==> src/rtl/mem_port_arbiter.sv <==
// Two-port round-robin arbiter onto a single memory bus, with an in-order ID FIFO
// that steers each memory response back to the port that issued the request.
module mem_port_arbiter #(
  parameter int unsigned addr_width      = 32,
  parameter int unsigned data_width      = 32,
  parameter int unsigned max_outstanding = 2
) (
  input  logic                    clock,
  input  logic                    rst,
  input  logic [1:0]              req_i,
  input  logic [2*addr_width-1:0] addr_i,
  input  logic [1:0]              we_i,
  input  logic [7:0]              be_i,
  input  logic [2*data_width-1:0] wdata_i,
  output logic [1:0]              gnt_o,
  output logic [1:0]              rvalid_o,
  output logic [data_width-1:0]   rdata_o,
  output logic                    mem_req,
  output logic [addr_width-1:0]   mem_addr,
  output logic                    mem_we,
  output logic [3:0]              mem_be,
  output logic [data_width-1:0]   mem_wdata,
  input  logic                    mem_gnt,
  input  logic                    mem_rvalid,
  input  logic [data_width-1:0]   mem_rdata,
  output logic                    proto_err_o
);

  localparam int unsigned ptr_w = (max_outstanding > 1) ? $clog2(max_outstanding) : 1;
  localparam int unsigned cnt_w = $clog2(max_outstanding) + 1;
  localparam logic [cnt_w-1:0] cnt_max  = cnt_w'(max_outstanding);
  localparam logic [ptr_w-1:0] ptr_last = ptr_w'(max_outstanding - 1);

  typedef enum logic {st_free, st_locked} state_t;

  state_t           state, state_n;
  logic             lock_id, lock_id_n;
  logic             last_id, last_id_n;
  logic [cnt_w-1:0] count, count_n;
  logic [ptr_w-1:0] wr_ptr, wr_ptr_n;
  logic [ptr_w-1:0] rd_ptr, rd_ptr_n;
  logic             proto_err_n;
  logic             id_mem [max_outstanding];
  logic             sel, accept, pop, full, head;

  // Port selection: a presented but ungranted request pins the selection.
  always_comb begin
    sel = 1'b0;
    if (!rst) begin
      sel = 1'b0;
    end else if (state == st_locked) begin
      sel = lock_id;
    end else begin
      case (req_i)
        2'b10:   sel = 1'b1;
        2'b11:   sel = ~last_id;
        default: sel = 1'b0;
      endcase
    end
  end

  assign full     = (count == cnt_max);
  assign mem_req  = rst && req_i[sel] && !full;
  assign accept   = mem_req && mem_gnt;
  assign pop      = mem_rvalid && (count != '0);
  assign head     = id_mem[rd_ptr];
  assign gnt_o    = {accept && sel, accept && !sel};
  assign rvalid_o = {pop && head, pop && !head};
  assign rdata_o  = mem_rdata;

  assign mem_addr  = sel ? addr_i[addr_width +: addr_width] : addr_i[0 +: addr_width];
  assign mem_wdata = sel ? wdata_i[data_width +: data_width] : wdata_i[0 +: data_width];
  assign mem_be    = sel ? be_i[7:4] : be_i[3:0];
  assign mem_we    = we_i[sel];

  // Next-state for lock FSM, FIFO bookkeeping and the sticky error flag.
  always_comb begin
    state_n     = state;
    lock_id_n   = lock_id;
    last_id_n   = last_id;
    count_n     = count;
    wr_ptr_n    = wr_ptr;
    rd_ptr_n    = rd_ptr;
    proto_err_n = proto_err_o;

    case (state)
      st_free: begin
        if (mem_req && !mem_gnt) begin
          state_n   = st_locked;
          lock_id_n = sel;
        end
      end
      st_locked: begin
        if (accept || !req_i[lock_id]) state_n = st_free;
      end
      default: state_n = st_free;
    endcase

    if (accept) begin
      last_id_n = sel;
      wr_ptr_n  = (wr_ptr == ptr_last) ? '0 : wr_ptr + ptr_w'(1);
    end
    if (pop) rd_ptr_n = (rd_ptr == ptr_last) ? '0 : rd_ptr + ptr_w'(1);

    case ({accept, pop})
      2'b10:   count_n = count + cnt_w'(1);
      2'b01:   count_n = count - cnt_w'(1);
      default: count_n = count;
    endcase

    if (mem_rvalid && (count == '0)) proto_err_n = 1'b1;
  end

  always_ff @(posedge clock or negedge rst) begin
    if (!rst) begin
      state       <= st_free;
      lock_id     <= 1'b0;
      last_id     <= 1'b1;
      count       <= '0;
      wr_ptr      <= '0;
      rd_ptr      <= '0;
      proto_err_o <= 1'b0;
    end else begin
      state       <= state_n;
      lock_id     <= lock_id_n;
      last_id     <= last_id_n;
      count       <= count_n;
      wr_ptr      <= wr_ptr_n;
      rd_ptr      <= rd_ptr_n;
      proto_err_o <= proto_err_n;
    end
  end

  // ID FIFO storage: one entry per accepted, unanswered transaction.
  always_ff @(posedge clock or negedge rst) begin
    if (!rst) begin
      for (int i = 0; i < int'(max_outstanding); i++) id_mem[i] <= 1'b0;
    end else if (accept) begin
      id_mem[wr_ptr] <= sel;
    end
  end

endmodule

==> config.mk <==
export PLATFORM = sky130hd
export DESIGN_NAME = mem_port_arbiter
export DESIGN_NICKNAME = d
export VERILOG_FILES = /design/src/rtl/mem_port_arbiter.sv
export SDC_FILE = /design/constraint.sdc
export NUM_CORES = 1
export LEC_CHECK = 0
export ABC_CLOCK_PERIOD_IN_PS = 3650
export CORE_AREA = 2 2 109 111
export DETAILED_ROUTE_END_ITERATION = 6
export DIE_AREA = 0 0 111 113
export MAX_ROUTING_LAYER = met4
export PLACE_DENSITY_LB_ADDON = 0.12
export SLEW_MARGIN = 20
export SYNTH_ARGS = -nofsm -noshare
export SYNTH_HDL_FRONTEND = slang
export SYNTH_SLANG_ARGS = --single-unit
==> constraint.sdc <==
create_clock -name clock -period 3.65 [get_ports clock]
set_clock_uncertainty 0.15 [all_clocks]
set_input_delay 0.73 -clock clock [delete_from_list [all_inputs] [get_ports clock]]
set_output_delay 0.73 -clock clock [all_outputs]
set_load 0.02 [all_outputs]
# Word level (Yosys, flattened, before mapping)
# Cells that the tools add are included.
dict set report totals {
  register_bits 10
  output_inout_bits 107
  input_bits 176
  word_cells 72
}
dict set report op_classes {
  n_addsub 4
  n_bitwise 4
  reduce_logical 21
  n_lt_le_gt_ge 5
  n_mux 24
  eq_ne 5
}
# op count
set ops {}
lappend ops {{two-way mux 32 bit} 2}
lappend ops {{two-way mux 1 bit} 16}
lappend ops {{logical AND 1 bit} 11}
lappend ops {{equality test 2 bit (second input constant)} 4}
lappend ops {{zero test 1 bit} 5}
lappend ops {{greater-or-equal comparator 2 bit (second input constant)} 2}
lappend ops {{less-than comparator 1 x 2 -> 1 bit (second input constant)} 2}
lappend ops {{two-way mux 4 bit} 1}
lappend ops {{NOT 1 -> 2 bit} 2}
lappend ops {{one-hot mux 1 bit (2 select lines)} 2}
lappend ops {{one-hot mux 2 bit (2 select lines)} 1}
lappend ops {{nonzero test 2 bit} 2}
lappend ops {{adder 1 bit (second input constant)} 2}
lappend ops {{adder 2 x 1 -> 2 bit (second input constant)} 1}
lappend ops {{bitwise mux 2 bit} 1}
lappend ops {{equality test 2 x 1 -> 1 bit (second input constant)} 1}
lappend ops {{zero test 2 bit} 1}
lappend ops {{less-than comparator 2 x 1 -> 1 bit (second input constant)} 1}
lappend ops {{NOT 1 bit} 2}
lappend ops {{AND reduction 2 bit} 1}
lappend ops {{subtractor 2 x 1 -> 2 bit (second input constant)} 1}
lappend ops {{demux 1 bit (select 1 bit)} 1}
lappend ops {{logical OR 1 bit} 1}

# Logic depth before layout (Yosys ltp)
# Gate-level depths: netlist (run 1).
dict set report depth {
  word_depth 12
  mapped_depth 7
  mapped_depth_nobuf 7
}

# Worst setup path before layout (run 1)
# No wires, ideal clock.
dict set report synth_path {
  path_type {input port to output port}
  startpoint {input port req_i[0]}
  endpoint {output port mem_addr[10]}
  slack_ns 1.038
  path_stages 6
  arrival_ns 1.732
  path_buffers 2
  path_cell_list {nand2_1 nand3b_4 a21boi_2 buf_6 buf_8 mux2_4}
}
dict set report synth_via {
  elab_chain_cells 5
  elab_cells_between_ends 6
}
# item line
set synth_rtl {}
lappend synth_rtl {{from (decl)} 10} ;# input logic [1:0] req_i,
lappend synth_rtl {{equality test 2 bit} 54} ;# case (req_i)
lappend synth_rtl {{one-hot mux 1 bit (2 select lines) (*)} 54}
lappend synth_rtl {{two-way mux 1 bit (*)} 51} ;# end else if (state == st_locked) begin
lappend synth_rtl {{two-way mux 1 bit (*)} 49} ;# if (!rst) begin
lappend synth_rtl {{two-way mux 32 bit (*)} 71} ;# assign mem_addr = sel ? addr_i[addr_width +: addr_width] : addr_i[0 +: addr_width];
lappend synth_rtl {{to (decl)} 19} ;# output logic [addr_width-1:0] mem_addr,
# Every way passes the cells marked *; elsewhere a longest branch is shown, timed or not.

# Worst setup path after layout (run 1)
dict set report layout_path {
  startpoint {input port req_i[1]}
  endpoint {output port mem_addr[5]}
}
# Same word-level chain as after synthesis.

==> out/summary.txt, run 1 <==
fillcell total: 1129
CTS buffer count: 3
largest family of logic cells by synthesized area: multiplexers
CORE AREA: 11300 um^2
Critical Path Fanout Max: 19
HPWL after DPL: 7180 um
Worst R2R End: count[1]$_DFFE_PN0P_
Crit path largest cell delay: 0.56 ns
aggregate global-route resource usage: 12.2%
Worst EP required: 2.77 ns
yosys warns: 0
Starting Density: 16.3%
max-slew violations: 0
CP startpoint: req_i[1]
Setup TNS: 0 ns
critical path endpoint: mem_addr[5]
status: finished, final reports clean
internal power: 0.00101 W
Seq pwr share: 13.4%
Post-Synth XOR/XNOR Area: 2.38%
Fmax: 0.281 GHz
slowest CP cell: clkdlybuf4s50_1
Mapped Area: 1840 um^2
NetSw: 0.000596 W
Reg2Reg Setup Slack: 1.69 ns
async set or reset register ratio after synthesis: 100%
FF-to-FF path depth: 7
Sink Count: 10
clock transition at the registers of the reported paths: 0.04 ns
Switching Share: 37.0%
#FFs+latches synth: 10
R2R Path Start: lock_id$_DFFE_PN0P_
hold buffer count at cts: 0
clock share of power: 12.0%
Routed WL: 8150 um
final setup fails: 0
critical path endpoint category: output port
hold path depth: 1
drt wl/cell: 16.2 um
EDFF count, synth: 0
Die Span X: 111 um
area grow syn2layout: 130%
Slew HR: 63.9%
Synth Area in Simple Gates: 6.61%
pin count of the biggest net entering global routing: 20
Cells after Synth: 158
postcts setup bufs: 0
via count: 1967
antenna cell count: 0
measured slew at the worst slew-check pin: 0.536 ns
first-pass GRT wire length: 11800 um
Post-DRT Antenna Nets: 0
Syn Area/Cell: 11.6 um^2
mux contribution to synthesized area: 55.0%
Netlist cell types: 31
gr ovfl total: 0
count of input and output buffers: 218
critical path data arrival time: 2.68 ns
LEAKAGE: 2.01 nW
CTS root buf: clkbuf_16
Post-Place Setup Slack: -0.0476 ns
Max Cap Viol: 0
unrepaired setup endpoints after global routing: false
row cnt: 39
Post-route DRC: 0
CTS tree: yes
crit path kind: in2out
sequential fraction of the synthesis area: 13.7%
Hold Crit Class: reg2reg
Tcrit/Tclk final: 97.6%
GPL Wtd Cong: 0.784
Hold Vio Cnt, Final: 0
Max VDD drop: 0.222 mV
fin crit period: 3.56 ns
post-synthesis compound-gate area fraction: 3.07%
Synthesized Nets: 335
worst skew pair latency: 0.23 ns
io pins: 283
final worst setup slack: 0.0891 ns
Comb power frac: 74.6%
die height: 113 um
Clock Path Buffers: 2
Crit path top cell by count: clkdlybuf4s50_1
Pwr Density: 381 nW/um^2
vias in the first global route: 1913
share of layout cells above drive strength 1: 21.6%
post-synthesis adder-cell area fraction: 0.681%
# nets final: 539
DIE AREA: 12500 um^2
Via-to-Cell Ratio: 3.90
Initial DRC Count: 49
initial antenna violation count: 0
DRT Pass-1 Iters: 4
dominant synthesized flop cell: dfrtp_1
worst path cell trace: clkdlybuf4s50_1 -> nand3b_4 -> a21boi_4 -> buf_12 -> mux2_1 -> clkdlybuf4s50_1
type of origin of the critical path: input port
depth of the CTS H-tree: 1
layer usage:
metal	GRT usage (%)	wire length, um
met5	-	0
met4	1.25	12
met3	3.70	726
met2	21.3	4130
met1	14.5	3290
logic make-up (layout without fill, tap and decap cells):
family          after synthesis  in the layout
fa+ha+maj                     1              1
mux                          75             75
buf+inv                      42            245
simple gates                 18             18
xor+xnor                      5              5
flops                        10             10
compound gates                7              7
through the flow:
step | cells | area [um^2] | util (%) | hold slack [ns] | power (W)
after floorplan | 158 | 1840 | - | 0.284 | 0.000942
after global placement | 500 | 4110 | 36.4 | 0.327 | 0.00148
after detailed placement | 500 | 4110 | 36.4 | 0.322 | 0.00149
after CTS | 504 | 4150 | 36.8 | 0.334 | 0.00164
after global routing | 504 | 4220 | 37.5 | 0.350 | 0.00170
final | 504 | 4220 | 37.5 | 0.326 | 0.00161
critical path: cells and delay by family:
| kind | cells | cell delay [ns] |
|---|---|---|
| AOI/OAI and AO/OA | 1 | 0.20 |
| and+or+nand+nor | 1 | 0.09 |
| buffers and inverters | 3 | 1.28 |
| muxes | 1 | 0.37 |
cells in the final DEF (no fill, tap or decap), types with 4 or more instances in the layout:
master and n:
nand2_1 4, buf_12 6, xnor2_1 4, nor2_1 6
mux2_4 45, dfrtp_1 9, mux2_1 27, clkdlybuf4s50_1 159
dlygate4sd2_1 29, dlymetal6s2s_1 30, buf_4 15
registers in the layout, summed over array words and instances, names as in the netlist:
register,count
wr_ptr,1
proto_err_o,1
id_mem,2
rd_ptr,1
count,2
last_id,1
lock_id,1
state,1
cell type report:
| cell class | count | area [um^2] | share of cell area, % |
|---|---|---|---|
| clock buffers | 4 | 78.8 | 1.87 |
| well taps | 143 | 179 | 4.24 |
| inverters | 2 | 7.51 | 0.178 |
| repair buffers | 239 | 2450 | 58.1 |
| flip-flops and latches | 10 | 251 | 5.96 |
| multi-input cells | 106 | 1250 | 29.7 |
what timing repair did:
item / in CTS / in global routing
setup endpoints to repair: 29 / 30
resized for setup: 29 / 30
cloned: 0 / 0
worst min path at each step:
stage,from,slack (ns),to
floorplan,rst,0.28,count[0]$_DFFE_PN0P_
global placement,proto_err_o$_DFFE_PN0P_,0.33,proto_err_o$_DFFE_PN0P_
detailed placement,proto_err_o$_DFFE_PN0P_,0.32,proto_err_o$_DFFE_PN0P_
CTS,proto_err_o$_DFFE_PN0P_,0.33,proto_err_o$_DFFE_PN0P_
global route,proto_err_o$_DFFE_PN0P_,0.35,proto_err_o$_DFFE_PN0P_
finish,proto_err_o$_DFFE_PN0P_,0.33,proto_err_o$_DFFE_PN0P_
cell usage after synthesis (2+ instances only):
cell,n,share of area [%]
buf_2,2,0.54
buf_4,32,13
buf_6,2,1.2
buf_8,4,3.3
dfrtp_1,9,12
mux2_1,27,17
mux2_4,45,37
mux2i_1,2,1.1
nand2_1,4,0.82
nor2_1,6,1.2
o21ai_0,2,0.54
xnor2_1,4,1.9
power groups by stage:
stage                     combinational [W]  clock [W]  sequential (W)
after floorplan                    0.000740          0        0.000202
after global placement              0.00127          0        0.000216
after detailed placement            0.00127          0        0.000216
after CTS                           0.00123   0.000196        0.000216
after global routing                0.00127   0.000205        0.000224
final                               0.00120   0.000193        0.000215
Note: power is estimated with default switching activity, not from simulation.
==> run 2: changes to the inputs <==
--- a/config.mk
+++ b/config.mk
@@ -9,6 +9,7 @@
 export CORE_AREA = 2 2 109 111
 export DETAILED_ROUTE_END_ITERATION = 6
 export DIE_AREA = 0 0 111 113
+export HOLD_SLACK_MARGIN = 0.06
 export MAX_ROUTING_LAYER = met4
 export PLACE_DENSITY_LB_ADDON = 0.12
 export SLEW_MARGIN = 20
==> results of run 2 <==
Final layout, timing and power as in run 1 (identical DEF).
==> run 3: changes to the inputs <==
--- a/config.mk
+++ b/config.mk
@@ -10,7 +10,6 @@
 export DETAILED_ROUTE_END_ITERATION = 6
 export DIE_AREA = 0 0 111 113
 export HOLD_SLACK_MARGIN = 0.06
-export MAX_ROUTING_LAYER = met4
 export PLACE_DENSITY_LB_ADDON = 0.12
 export SLEW_MARGIN = 20
 export SYNTH_ARGS = -nofsm -noshare
==> run 3 against run 2 <==
Net effect: worst hold slack improved by 0.0017 ns; combinational power about the same; critical path depth unchanged; first-iteration DRC count decreased by 12%; total power about the same; routed wire length increased by 0.21%; non-clock buffer count unchanged; register-to-register slack about the same; maximum frequency increased by 0.25%; sequential share of layout area unchanged; core utilization unchanged; critical path type unchanged; largest power group unchanged.
==> out/summary.txt, run 3 (synthesis results as in run 1) <==
status: finished, final reports clean
clock share of power: 12.0%
area grow syn2layout: 130%
Clock Path Buffers: 2
aggregate global-route resource usage: 11.9%
met1 usage: 14.6%
count of input and output buffers: 218
row cnt: 39
DRT Pass-1 Iters: 4
Slew HR: 63.9%
pin count of the biggest net entering global routing: 20
critical path data arrival time: 2.67 ns
max-slew violations: 0
Pwr Density: 381 nW/um^2
io pins: 283
GPL Wtd Cong: 0.774
Sink Count: 10
CORE AREA: 11300 um^2
Via-to-Cell Ratio: 3.91
CTS buffer count: 3
internal power: 0.00101 W
DIE AREA: 12500 um^2
CTS root buf: clkbuf_16
first-pass GRT wire length: 11800 um
most common cell after layout, fill and taps aside: clkdlybuf4s50_1
Switching Share: 37.0%
Routed WL: 8170 um
met3 usage: 3.59%
FF-to-FF path depth: 7
clock transition at the registers of the reported paths: 0.04 ns
Comb power frac: 74.6%
postcts setup bufs: 0
critical path endpoint category: output port
Die Span X: 111 um
# nets final: 539
CTS tree: yes
crit path kind: in2out
largest registers: count (2), id_mem (2)
Tcrit/Tclk final: 97.3%
vias in the first global route: 1910
via count: 1973
final setup fails: 0
Max Cap Viol: 0
LEAKAGE: 2.01 nW
initial antenna violation count: 0
depth of the CTS H-tree: 1
fin crit period: 3.55 ns
Fmax: 0.282 GHz
Worst EP required: 2.77 ns
Max VDD drop: 0.222 mV
HPWL after DPL: 7180 um
most frequent cells in the layout: 159 x clkdlybuf4s50_1, 45 x mux2_4, 30 x dlymetal6s2s_1
die height: 113 um
Layout Cells excl Fill: 504
share of layout cells above drive strength 1: 21.6%
GR Util met2: 21.3%
worst skew pair latency: 0.23 ns
NetSw: 0.000595 W
unrepaired setup endpoints after global routing: false
final hold slack: 0.328 ns
Final Util: 37.5%
Seq pwr share: 13.4%
Post-route DRC: 0
Hold Crit Class: reg2reg
hold path depth: 1
GRT Max-Usage Layer: met2
Post-DRT Antenna Nets: 0
Initial DRC Count: 43
gr ovfl total: 0
Starting Density: 16.3%
hold buffer count at cts: 0
fillcell total: 1129
placed cell count: 500
antenna cell count: 0
type of origin of the critical path: input port
Critical Path Fanout Max: 19
Hold Vio Cnt, Final: 0
drt wl/cell: 16.2 um
measured slew at the worst slew-check pin: 0.536 ns
[run 3: cell counts in the layout (fill, tap and decap cells not counted)]
Identical to the previous run, type by type.
[run 3: final timing paths]
kind	startpoint	to	slack, ns
setup / recovery	req_i[1]	mem_addr[5]	0.1
hold / removal	proto_err_o$_DFFE_PN0P_	proto_err_o$_DFFE_PN0P_	0.33
setup reg to reg	lock_id$_DFFE_PN0P_	count[1]$_DFFE_PN0P_	1.69
hold reg to reg	proto_err_o$_DFFE_PN0P_	proto_err_o$_DFFE_PN0P_	0.33
max in group asynchronous	rst	last_id$_DFFE_PN1N_	2.42
min in group asynchronous	rst	proto_err_o$_DFFE_PN0P_	0.71
[run 3: stage by stage]
step / cell area [um^2] / worst slack [ns] / total power, W / setup TNS, ns
final: 4220 / 0.0981 / 0.00161 / 0
after global routing: 4220 / 0.00951 / 0.00170 / 0
after CTS: 4150 / 0.00135 / 0.00164 / 0
after detailed placement: 4110 / -0.0476 / 0.00149 / -0.410
after global placement: 4110 / -0.0328 / 0.00148 / -0.355
after floorplan: 1840 / 1.04 / 0.000942 / 0
[run 3: power by group through the flow]
stage / sequential, W / clock (W) / combinational (W)
floorplan: 0.000202 / 0 / 0.000740
CTS: 0.000216 / 0.000196 / 0.00123
finish: 0.000215 / 0.000193 / 0.00120
detailed placement: 0.000216 / 0 / 0.00127
global placement: 0.000216 / 0 / 0.00127
global route: 0.000224 / 0.000205 / 0.00127
[run 3: critical path: stages]
cell,delay (ns)
clkdlybuf4s50_1,0.52
nand3b_4,0.09
a21boi_4,0.20
buf_12,0.20
mux2_1,0.36
clkdlybuf4s50_1,0.56
[run 3: per-layer routing]
metal | vias to the layer above | wire (um)
met5 | - | 0
met2 | 135 | 4160
met1 | 901 | 3270
met4 | 0 | 12
li1 | 935 | -
met3 | 2 | 730
[run 3: final cells by class]
type | instances | area [um^2] | area share, %
Tap cell | 143 | 179 | 4.24
Timing Repair Buffer | 239 | 2450 | 58.1
Multi-Input combinational cell | 106 | 1250 | 29.7
Clock buffer | 4 | 78.8 | 1.87
Inverter | 2 | 7.51 | 0.178
Sequential cell | 10 | 251 | 5.96
[run 3: what timing repair did]
| item | 4_1_cts | 5_1_grt |
|---|---|---|
| endpoints found under the hold margin | 0 | 0 |
| resized for setup | 29 | 30 |
| endpoints found under the setup margin | 29 | 30 |
==> RTL edit 1: new RTL, settings of run 2 <==
Set the parameter `max_outstanding` to 1 (it was 2).
--- a/src/rtl/mem_port_arbiter.sv
+++ b/src/rtl/mem_port_arbiter.sv
@@ -4,5 +4,5 @@
   parameter int unsigned addr_width      = 32,
   parameter int unsigned data_width      = 32,
-  parameter int unsigned max_outstanding = 2
+  parameter int unsigned max_outstanding = 1
 ) (
   input  logic                    clock,
Formal check against the unedited RTL: not equivalent (a bounded check fails within 4 cycles, from zero or initial values and one cycle with rst low).
==> RTL edit 1 against run 2 <==
First-iteration DRC count down 6.1%; setup slack worse by 0.045 ns; area after synthesis down 9.5%; non-clock buffer count shrank 14; fmax is 1.3% lower; total power fell by 20%; core utilization decreased by 2.2 points; routed wire length decreased by 16%; final area shrank 5.8%; sequential cell count down 4; die area is the same.
==> RTL edit 1: results (changes against run 2) <==
* Psw at 0.461 mW (was 0.596 mW)
* 1st-iter DRT viols at 46 (was 49)
* Worst EP arrival at 2.73 ns (was 2.68 ns)
* Fin Hold WS at 0.307 ns (was 0.326 ns)
* GR met3 Demand/Resource at 3.32% (was 3.70%)
* Syn_area_per_cell at 11.2 sq um (was 11.6 sq um)
* Final WL at 6870 microns (was 8150 microns)
* Routed metal-1 wirelength at 2820 microns (was 3290 microns)
* Vias in the first global route at 1825 (was 1913)
* Combinational power share at 76.7% (was 74.6%)
* I/O Buffers at 218 (unchanged)
* GR Layer Usage met2 at 17.4% (was 21.3%)
* Slowest cell delay on critical path at 0.54 ns (was 0.56 ns)
* DP Worst Slack at -0.00262 ns (was -0.0476 ns)
* Vias per cell at 3.78 (was 3.90)
* Cell Int Power at 0.820 mW (was 1.01 mW)
* Placed Cells at 477 (was 500)
* Detailed Place HPWL at 5890 microns (was 7180 microns)
* Clock power share at 14.2% (was 12.0%)
* Nets at 515 (was 539)
* Filler cell count at 1131 (was 1129)
* Type of the worst min-delay path: register to register (unchanged)
* Drt pass-1 iters at 4 (unchanged)
* Synthesized net count at 325 (was 335)
* Diode count at 0 (unchanged)
* Seq/Total Area, Yosys at 9.11% (was 13.7%)
* Reg2Reg Depth at 4 (was 7)
* M1 GR Usage at 12.4% (was 14.5%)
* Reg2Reg Setup Slack at 2.13 ns (was 1.69 ns)
* Initial antenna violation count at 0 (unchanged)
* First-pass GRT wire length at 10100 microns (was 11800 microns)
* Drt wl/cell at 14.3 microns (was 16.2 microns)
* Layout cells sized above 1 at 24.6% (was 21.6%)
* WL met3 at 743 microns (was 726 microns)
* Gr usage total at 10.3% (was 12.2%)
* Leakage power at 2.11 nW (was 2.01 nW)
* Post-layout utilization of the core at 35.3% (was 37.5%)
* DP Area at 3770 sq um (was 4110 sq um)
* Ys async rst share at 100% (unchanged)
* Reg-to-Reg End: id_mem$_DFFE_PN0N_ (was count[1]$_DFFE_PN0P_)
* Yosys cell types at 25 (was 31)
* Reg-to-reg startpoint: state$_DFF_PN0_ (was lock_id$_DFFE_PN0P_)
* Largest net degree at the start of global routing at 34 (was 20)
* Status: completed (unchanged)
* Commonest cells post-synth: 55 x mux2_4, 32 x buf_4, 14 x mux2_2 (was 45 x mux2_4, 32 x buf_4, 27 x mux2_1)
* Max VDD drop at 0.000190 V (was 0.000222 V)
* RD Place Congestion at 0.760 (was 0.784)
* Met2 routed WL at 3280 microns (was 4130 microns)
* Post-CTS sizing at 0 (was 29)
* Worst-path clk slew at about 0.030 ns
* Synth area leaders: mux2_4 50%, buf_4 14%, mux2_2 9.5%, dfrtp_1 7.5%, buf_8 4.5% (was mux2_4 37%, mux2_1 17%, buf_4 13%, dfrtp_1 12%, buf_8 3.3%)
* Maximum fanout along the worst path at 10 (was 19)
* Slew Limit Headroom at 69.5% (was 63.9%)
* Delay-heaviest family, CP: buffers and inverters (unchanged)
* Skew-Pair Late Insertion Delay at 0.23 ns (about the same)
## RTL edit 1: cells by family (layout without fill, tap and decap cells)
group / count (synthesis) / in the layout / synth area share (%)
compound gates: 9 / 9 / 3.46
buf+inv: 42 / 231 / 21.1
flops: 6 / 6 / 9.11
mux: 69 / 69 / 59.2
simple gates: 23 / 23 / 7.15
## RTL edit 1: worst max path at each step
stage                        start            end  slack, ns  cells after the start
after floorplan           req_i[0]       gnt_o[1]       0.96                      5
after global placement    req_i[0]  mem_wdata[19]       0.03                      6
after detailed placement  req_i[0]  mem_wdata[19]     -0.003                      6
after CTS                 req_i[0]  mem_wdata[19]      0.003                      6
after global routing      req_i[0]  mem_wdata[20]      -0.02                      6
final                     req_i[0]  mem_wdata[20]       0.04                      6
## RTL edit 1: layout make-up
class                   count  share of cell area [%]
repair buffers            225                    60.1
multi-input cells         101                    29.4
well taps                 143                    4.50
flip-flops and latches      6                    3.81
clock buffers               4                    1.98
inverters                   2                   0.189
==> RTL edit 2: new RTL, flow settings as in run 2 <==
Without the edit above. Reset style: synchronous (`rst`), changed in 2 clocked blocks.
--- a/src/rtl/mem_port_arbiter.sv
+++ b/src/rtl/mem_port_arbiter.sv
@@ -112,5 +112,5 @@
   end
 
-  always_ff @(posedge clock or negedge rst) begin
+  always_ff @(posedge clock) begin
     if (!rst) begin
       state       <= st_free;
@@ -133,5 +133,5 @@
 
   // ID FIFO storage: one entry per accepted, unanswered transaction.
-  always_ff @(posedge clock or negedge rst) begin
+  always_ff @(posedge clock) begin
     if (!rst) begin
       for (int i = 0; i < int'(max_outstanding); i++) id_mem[i] <= 1'b0;
Function: differs if rst is asserted again (counterexample within 4 cycles, from zero or initial values and one cycle with rst low); with rst held inactive, the same outputs for 10 cycles.
==> RTL edit 2 against run 2 <==
Area after synthesis increased by 3.8%; total power decreased by 40%; final area decreased by 3.7%; count of clock-buffer cells in the layout unchanged; setup slack improved by 0.0041 ns; routed wire length increased by 5.7%; non-clock buffer count decreased by 9; die area unchanged; sequential cell count increased by 1; combinational power decreased by 50%; critical endpoint is now mem_addr[20]; highest routed layer unchanged.
==> RTL edit 2: results (changes against run 2) <==
* GR Layer Usage met2 at 23.7% (was 21.3%)
* Commonest cells post-synth: 67 x mux2_4, 32 x buf_4, 11 x dfxtp_1, 11 x nor2_1, 7 x buf_6 (was 45 x mux2_4, 32 x buf_4, 27 x mux2_1)
* Mux contribution to synthesized area at 57.7% (was 55.0%)
* Vias in the first global route at 1950 (was 1913)
* Synthesized net count at 349 (was 335)
* Leakage power at 1.93 nW (was 2.01 nW)
* Gr usage total at 13.1% (was 12.2%)
* Sequential cells at 11 (was 10)
* Multi-input logic portion of the cell area at 33.3% (was 29.7%)
* 1st-iter DRT viols at 105 (was 49)
* XOR/XNOR share of the synthesized area at 1.38% (was 2.38%)
* GR met3 Demand/Resource at 5.46% (was 3.70%)
* Yosys cell types at 29 (was 31)
* Seq/Total Area, Yosys at 11.5% (was 13.7%)
* Multi-input gate count at 119 (was 106)
* Nets at 544 (was 539)
* Bufs w/o clock at 230 (was 239)
* Post-route insts no fill at 509 (was 504)
* Clk cell area share at 1.94% (was 1.87%)
* Final WL at 8620 microns (was 8150 microns)
* Largest net degree at the start of global routing at 24 (was 20)
* M1 GR Usage at 13.4% (was 14.5%)
* Measured slew at the worst slew-check pin at 0.490 ns (was 0.536 ns)
* Status: completed (unchanged)
* Post-synth top flop: dfxtp_1 (was dfrtp_1)
[RTL edit 2: cell types whose count changed after synthesis, moves of 3 or more]
cell / change
mux2_4: +22
nor2_1: +5
mux2_1: -27
dfxtp_1: +11
mux2i_1: +4
buf_8: -4
dfrtp_1: -9
buf_6: +5
xnor2_1: -3
[RTL edit 2: final timing paths]
check,startpoint,end,slack [ns],cells past startpoint
worst max-delay path,req_i[1],mem_addr[20],0.09,6
worst min-delay path,proto_err_o$_SDFFE_PN0P_,proto_err_o$_SDFFE_PN0P_,0.32,2
worst max register to register,count[0]$_SDFFE_PN0P_,count[1]$_SDFFE_PN0P_,1.47,7
worst min register to register,proto_err_o$_SDFFE_PN0P_,proto_err_o$_SDFFE_PN0P_,0.32,2
[RTL edit 2: power by group]
part / leakage [nW] / internal [mW] / total, mW / switching [mW]
Clock: 0.0382 / 0.146 / 0.197 / 0.0511
Combinational: 1.81 / 0.364 / 0.604 / 0.239
Sequential: 0.0902 / 0.145 / 0.164 / 0.0195
